File: src/rtl/rv32i_pkg.sv
// rv32i_pkg: shared definitions for the RV32I load/store unit.
//   - funct3 encodings for loads and stores
//   - lsu_state_t: load/store unit sequencer states
package rv32i_pkg;

  localparam logic [2:0] F3_LB  = 3'd0;
  localparam logic [2:0] F3_LH  = 3'd1;
  localparam logic [2:0] F3_LW  = 3'd2;
  localparam logic [2:0] F3_LBU = 3'd4;
  localparam logic [2:0] F3_LHU = 3'd5;
  localparam logic [2:0] F3_SB  = 3'd0;
  localparam logic [2:0] F3_SH  = 3'd1;
  localparam logic [2:0] F3_SW  = 3'd2;

  typedef enum logic [1:0] {
    IDLE,
    WAIT,
    RESP
  } lsu_state_t;

endpackage

File: src/rtl/lsu_data_align.sv
// lsu_data_align: combinational byte-lane steering for RV32I sub-word access.
// Ports:
//   we         in   1 = store, 0 = load
//   funct3     in   RV32I funct3 of the access
//   addr_lo    in   byte offset within the word (addr[1:0])
//   wdata      in   store data as presented by the core
//   rword      in   memory word being read
//   byte_en    out  per-byte write enables for a store
//   store_word out  store data replicated/placed into the selected lane(s)
//   load_data  out  selected lane, sign- or zero-extended
//   bad_access out  misaligned address or illegal funct3
module lsu_data_align
  import rv32i_pkg::*;
#(
  parameter int XLEN = 32
) (
  input  logic              we,
  input  logic [2:0]        funct3,
  input  logic [1:0]        addr_lo,
  input  logic [XLEN-1:0]   wdata,
  input  logic [XLEN-1:0]   rword,
  output logic [XLEN/8-1:0] byte_en,
  output logic [XLEN-1:0]   store_word,
  output logic [XLEN-1:0]   load_data,
  output logic              bad_access
);

  localparam int NB = XLEN / 8;

  logic [7:0]  rd_byte;
  logic [15:0] rd_half;

  assign rd_byte = rword[{addr_lo, 3'b000} +: 8];
  assign rd_half = addr_lo[1] ? rword[31:16] : rword[15:0];

  always_comb begin
    byte_en    = '0;
    store_word = '0;
    load_data  = '0;
    bad_access = 1'b0;
    if (we) begin
      case (funct3)
        F3_SB: begin
          byte_en    = NB'(1) << addr_lo;
          store_word = {NB{wdata[7:0]}};
        end
        F3_SH: begin
          byte_en    = NB'(3) << {addr_lo[1], 1'b0};
          store_word = {(NB/2){wdata[15:0]}};
          bad_access = addr_lo[0];
        end
        F3_SW: begin
          byte_en    = '1;
          store_word = wdata;
          bad_access = (addr_lo != 2'b00);
        end
        default: bad_access = 1'b1;
      endcase
    end else begin
      case (funct3)
        F3_LB:  load_data = {{(XLEN-8){rd_byte[7]}}, rd_byte};
        F3_LBU: load_data = {{(XLEN-8){1'b0}}, rd_byte};
        F3_LH: begin
          load_data  = {{(XLEN-16){rd_half[15]}}, rd_half};
          bad_access = addr_lo[0];
        end
        F3_LHU: begin
          load_data  = {{(XLEN-16){1'b0}}, rd_half};
          bad_access = addr_lo[0];
        end
        F3_LW: begin
          load_data  = rword;
          bad_access = (addr_lo != 2'b00);
        end
        default: bad_access = 1'b1;
      endcase
    end
  end

endmodule

File: src/rtl/load_store_unit.sv
// load_store_unit: RV32I load/store unit with an integrated word-organised
// data memory, configurable wait states and a valid/ready request handshake.
//
//   state | meaning
//   ------+-------------------------------------------------------------
//   IDLE  | ready for a request; latches it on req_valid
//   WAIT  | counting down wait states
//   RESP  | one-cycle response strobe; stores commit on the exit edge
//
// Ports:
//   clk, rst      clock and synchronous active-high reset
//   req_valid/req_ready  request handshake (accept when both high)
//   req_we, req_funct3, req_addr, req_wdata  request payload
//   rsp_valid     one-cycle response strobe
//   rsp_rdata     extended load data (0 for stores and errors)
//   rsp_err       misaligned, out-of-range or illegal funct3
//   busy          request in flight
module load_store_unit
  import rv32i_pkg::*;
#(
  parameter int XLEN        = 32,
  parameter int DEPTH_WORDS = 64,
  parameter int LATENCY     = 1
) (
  input  logic            clk,
  input  logic            rst,
  input  logic            req_valid,
  output logic            req_ready,
  input  logic            req_we,
  input  logic [2:0]      req_funct3,
  input  logic [XLEN-1:0] req_addr,
  input  logic [XLEN-1:0] req_wdata,
  output logic            rsp_valid,
  output logic [XLEN-1:0] rsp_rdata,
  output logic            rsp_err,
  output logic            busy
);

  localparam int NB = XLEN / 8;
  localparam int AW = $clog2(DEPTH_WORDS);
  localparam logic [3:0] LAT_LOAD = (LATENCY == 0) ? 4'd0 : 4'(LATENCY - 1);

  lsu_state_t state_q, state_d;
  logic [3:0]      cnt_q, cnt_d;
  logic            we_q;
  logic [2:0]      funct3_q;
  logic [1:0]      addr_lo_q;
  logic [AW-1:0]   idx_q;
  logic [XLEN-1:0] wdata_q;
  logic            err_q;

  logic [XLEN-1:0] mem [DEPTH_WORDS];

  // The aligner checks the incoming request while idle and the latched
  // request otherwise, so one instance serves both error detection and data.
  logic            a_we;
  logic [2:0]      a_funct3;
  logic [1:0]      a_addr_lo;
  logic [NB-1:0]   byte_en;
  logic [XLEN-1:0] store_word;
  logic [XLEN-1:0] load_data;
  logic            bad_access;
  logic            out_of_range;
  logic            req_err;

  assign a_we      = (state_q == IDLE) ? req_we         : we_q;
  assign a_funct3  = (state_q == IDLE) ? req_funct3     : funct3_q;
  assign a_addr_lo = (state_q == IDLE) ? req_addr[1:0]  : addr_lo_q;

  lsu_data_align #(.XLEN(XLEN)) u_align (
    .we         (a_we),
    .funct3     (a_funct3),
    .addr_lo    (a_addr_lo),
    .wdata      (wdata_q),
    .rword      (mem[idx_q]),
    .byte_en    (byte_en),
    .store_word (store_word),
    .load_data  (load_data),
    .bad_access (bad_access)
  );

  assign out_of_range = |req_addr[XLEN-1:AW+2];
  assign req_err      = bad_access | out_of_range;

  always_comb begin
    state_d = state_q;
    cnt_d   = cnt_q;
    case (state_q)
      IDLE: begin
        if (req_valid) begin
          if (req_err || LATENCY == 0) begin
            state_d = RESP;
          end else begin
            state_d = WAIT;
            cnt_d   = LAT_LOAD;
          end
        end
      end
      WAIT: begin
        if (cnt_q == 4'd0) state_d = RESP;
        else               cnt_d   = cnt_q - 4'd1;
      end
      RESP:    state_d = IDLE;
      default: state_d = IDLE;
    endcase
  end

  always_ff @(posedge clk) begin
    if (rst) begin
      state_q   <= IDLE;
      cnt_q     <= 4'd0;
      we_q      <= 1'b0;
      funct3_q  <= 3'd0;
      addr_lo_q <= 2'd0;
      idx_q     <= '0;
      wdata_q   <= '0;
      err_q     <= 1'b0;
    end else begin
      state_q <= state_d;
      cnt_q   <= cnt_d;
      if (state_q == IDLE && req_valid) begin
        we_q      <= req_we;
        funct3_q  <= req_funct3;
        addr_lo_q <= req_addr[1:0];
        idx_q     <= req_addr[AW+1:2];
        wdata_q   <= req_wdata;
        err_q     <= req_err;
      end
    end
  end

  // Memory is not reset; a reset during RESP suppresses the commit.
  always_ff @(posedge clk) begin
    if (!rst && state_q == RESP && we_q && !err_q) begin
      for (int i = 0; i < NB; i++) begin
        if (byte_en[i]) mem[idx_q][8*i +: 8] <= store_word[8*i +: 8];
      end
    end
  end

  assign req_ready = (state_q == IDLE);
  assign busy      = (state_q != IDLE);
  assign rsp_valid = (state_q == RESP);
  assign rsp_err   = (state_q == RESP) && err_q;
  assign rsp_rdata = (state_q == RESP && !err_q && !we_q) ? load_data : '0;

endmodule

File: config.mk
export PLATFORM = sky130hd
export DESIGN_NAME = load_store_unit
export DESIGN_NICKNAME = d
export VERILOG_FILES = /design/src/rtl/rv32i_pkg.sv /design/src/rtl/lsu_data_align.sv /design/src/rtl/load_store_unit.sv
export SDC_FILE = /design/constraint.sdc
export NUM_CORES = 2
export LEC_CHECK = 0
export ABC_CLOCK_PERIOD_IN_PS = 5300
export CORE_MARGIN = 2
export CORE_UTILIZATION = 40
export DETAILED_ROUTE_END_ITERATION = 8
export PLACE_DENSITY = 0.59
export SLEW_MARGIN = 20
export SYNTH_ARGS = -nofsm -noshare
export SYNTH_HDL_FRONTEND = slang
export SYNTH_SLANG_ARGS = --single-unit
File: constraint.sdc
create_clock -name clk -period 5.3 [get_ports clk]
set_input_delay 0.795 -clock clk [delete_from_list [all_inputs] [get_ports clk]]
set_output_delay 0.795 -clock clk [all_outputs]
set_load 0.02 [all_outputs]
==> impl_metrics.yaml <==
run_status:
  status: "finished with violations"
  violations: "design-rule violations, negative setup slack"
clock_network:
  clk_latency_ns: 0.85
  cts_buffers: 210
  cts_tree: "built"
  ctsLongestPathBuffers: 3
  htree_levels: 4
  clockRootBuffer: "clkbuf_16"
  cts_sinks: 2105
  clk_pin_slew_worst_paths_ns: 0.06
hold_path:
  min_from: "wdata_q[28]"
  min_path_cells: 2
  hold_class: "flip-flop to flip-flop"
  whs_endpoint: "wdata_q[28]"
worst_setup_path:
  rr_endpoint: "mem[7][10]"
  crit_path_start_kind: "flip-flop"
  end_kind: "primary output"
  r2r.worst_path.cells: 10
  regToRegSetupSlack_ns: 1.22
  critical_path_class: "flip-flop to primary output"
  r2r_start: "state_q[1]"
  required_ns: 4.51
  cp_max_fo: 10
  cp.arrival_ns: 4.61
finish:
  final_nets: 5061
  multi_input_area_sq_um: 19700
  fin_area_sq_um: 98900
  seqCellArea_sq_um: 62700
  syn2layout_area_growth_pct: 18.6
  fin_cells: 7957
  fillers: 17200
  layout-drive-gt1-share_pct: 28.2
route:
  num_vias: 47300
  firstDrtPassIters: 9
  antenna_left: 0
  remaining_drc_errors: 15
  drtIter0Drc: 7491
  routedWlPerCell_um: 33.7
  finalWirelength_mm: 269
  vias_per_cell: 5.95
logic_synthesis:
  synth.most_common_cell: "edfxtp_1"
  ys_ff_latch: 2105
  synth_edf_count: 2048
  yosysTopAreaCell: "edfxtp_1"
  synth_cell_type_count: 76
  synth_top_cell_area_share_pct: 73.7
  synth_area_leaders: "edfxtp_1 (74%), mux4_2 (12%), mux2i_1 (2.9%)"
  yosys_warnings: 0
  ys.flop_type: "edfxtp_1"
  synthTopCellsByCount: "edfxtp_1 (2,048), mux4_2 (439), nor2_1 (350)"
  netlist_instances: 4345
  avgSynthCellArea_sq_um: 19.2
  ys_seq_area_share_pct: 75.1
  synth_area_sq_um: 83400
  syn_nets: 4418
  synth-async-reset-ratio_pct: 0
global_routing:
  grt_use_total_pct: 25.2
  grt_pass1_wl_mm: 369
  grt_max_degree: 65
  grt_antenna_before_repair: 9
  grt-ovfl-total: 0
  grt_pass1_vias: 45700
floorplan:
  fp.dieH_um: 461
  core.rowCount: 167
  die_area_sq_um: 212000
  core_sq_um: 207000
  fp.dieW_um: 461
  start_util_pct: 40.3
  ios: 107
placed_design:
  placed_area_sq_um: 90900
  dp_cells: 7498
  port_buffers: 106
  dp_hpwl_mm: 178
  place_congestion: 0.948
sta:
  hold_viol_final: 0
  min_period_ns: 5.41
  max_slew_margin_pct: 17.7
  fin_crit_sh_pct: 102
  finClkSkew_ns: 0.0406
  setup_viol: 2
  rsz0062_at_grt: "yes"
  worst_slew_pin_slew_ns: 1.23
  max_freq_mhz: 185
  setup_tns_ns: -0.107
  layout_setup_ws_ns: -0.106
  slew_viol_final: 0
power_and_ir_drop:
  power_density_nw_per_um2: 355
  p_leak_nw: 33.3
  ir_drop_mv: 0.296
  power_mw: 35.1
job:
  maxCapViolations: 0
[report_power, final]
part / switching [mW] / total, mW / internal, mW
clock network: 6.31 / 14.6 / 8.30
logic: 1.48 / 2.37 / 0.885
registers: 0.0625 / 18.2 / 18.1
[per-layer routing]
metal	global-route usage [%]	part of all wire, %	vias to the layer above
li1	-	-	19000
met2	37.2	44	2889
met5	0	0	-
met1	33.6	38	24800
met3	7.12	11	664
met4	14.4	6.6	0
[cell type report]
type | instances | area share [%]
Antenna cell | 6 | 0.0152
Clock buffer | 275 | 5.65
Clock inverter | 112 | 1.11
Inverter | 7 | 0.0291
Multi-Input combinational cell | 1987 | 19.9
Sequential cell | 2105 | 63.4
Tap cell | 2788 | 3.53
Timing Repair Buffer | 677 | 6.39
[placed cells by master, fill, tap and decap left out, types with 13 or more instances in the layout]
cell type and instances:
edfxtp_1 2048, buf_4 504, mux4_2 439, nor2_1 319
nand2_1 282, mux2i_1 230, clkbuf_16 211, a21oi_1 108
a22oi_1 92, clkdlybuf4s50_1 75, o22ai_1 67, clkbuf_1 57
dfxtp_1 51, nand3_1 39, clkinv_1 38, buf_12 38
clkinv_2 36, nor3_1 36, nor2_4 26, o21ai_0 25
dlygate4sd2_1 21, nor4_1 19, bufinv_16 18, o221ai_1 17
nand2b_1 15, buf_16 15, mux2i_2 13, and2_1 13
mux2_2 13
[kinds of logic (layout without fill, tap and decap cells)]
family	Yosys count	count (layout)	synth area share [%]
AO/OA/AOI/OAI	438	438	3.55
XOR/XNOR	3	3	0.0315
adder cells (fa/ha/maj)	2	2	0.0300
buffers and inverters	253	1071	1.90
flip-flops	2105	2105	75.1
multiplexers	695	695	14.9
other	0	6	0
AND/OR/NAND/NOR	849	849	4.43
[registers in the layout, indices dropped and copies added, names as in the netlist, named ones only]
name and flops:
cnt_q 4, addr_lo_q 2, idx_q 6, err_q 1, mem 2048, state_q 2, we_q 1, funct3_q 3
wdata_q 32
[worst max-delay path by stage]
stage	startpoint	end	slack (ns)	depth (start not counted)
floorplan	req_funct3[0]	mem[0][10]	0.86	7
global placement	flip-flop	rsp_rdata[10]	0.08	12
detailed placement	flip-flop	rsp_rdata[10]	0.14	12
CTS	flip-flop	rsp_rdata[10]	-0.12	13
global route	flip-flop	rsp_rdata[3]	-0.08	13
finish	flip-flop	rsp_rdata[3]	-0.11	12
[critical path, stage by stage (launching register included)]
cell and delay, ns:
dfxtp_4 0.42, buf_4 0.19, buf_4 0.19, nor2_1 0.53, buf_4 0.27, o21ai_1 0.14, o211ai_1 0.19, o31ai_1 0.14
buf_4 0.17, and2_1 0.19, o211ai_1 0.94, buf_4 0.24, buf_4 0.13
[stage by stage]
stage | hold slack [ns] | utilization (%) | setup slack (ns)
after floorplan | 0.436 | - | 0.857
after CTS | 0.437 | 47.6 | -0.120
after global placement | 0.448 | 43.9 | 0.0835
after detailed placement | 0.449 | 43.9 | 0.142
final | 0.459 | 47.8 | -0.106
after global routing | 0.460 | 47.7 | -0.0818
[what timing repair did]
action	in CTS	in global routing
pin swaps	8	4
gates resized for setup	96	33
setup endpoints to repair	32	14
cloned	8	0
buffers inserted	41	19
hold buffers	0	0
Note: power is estimated with default switching activity, not from simulation.
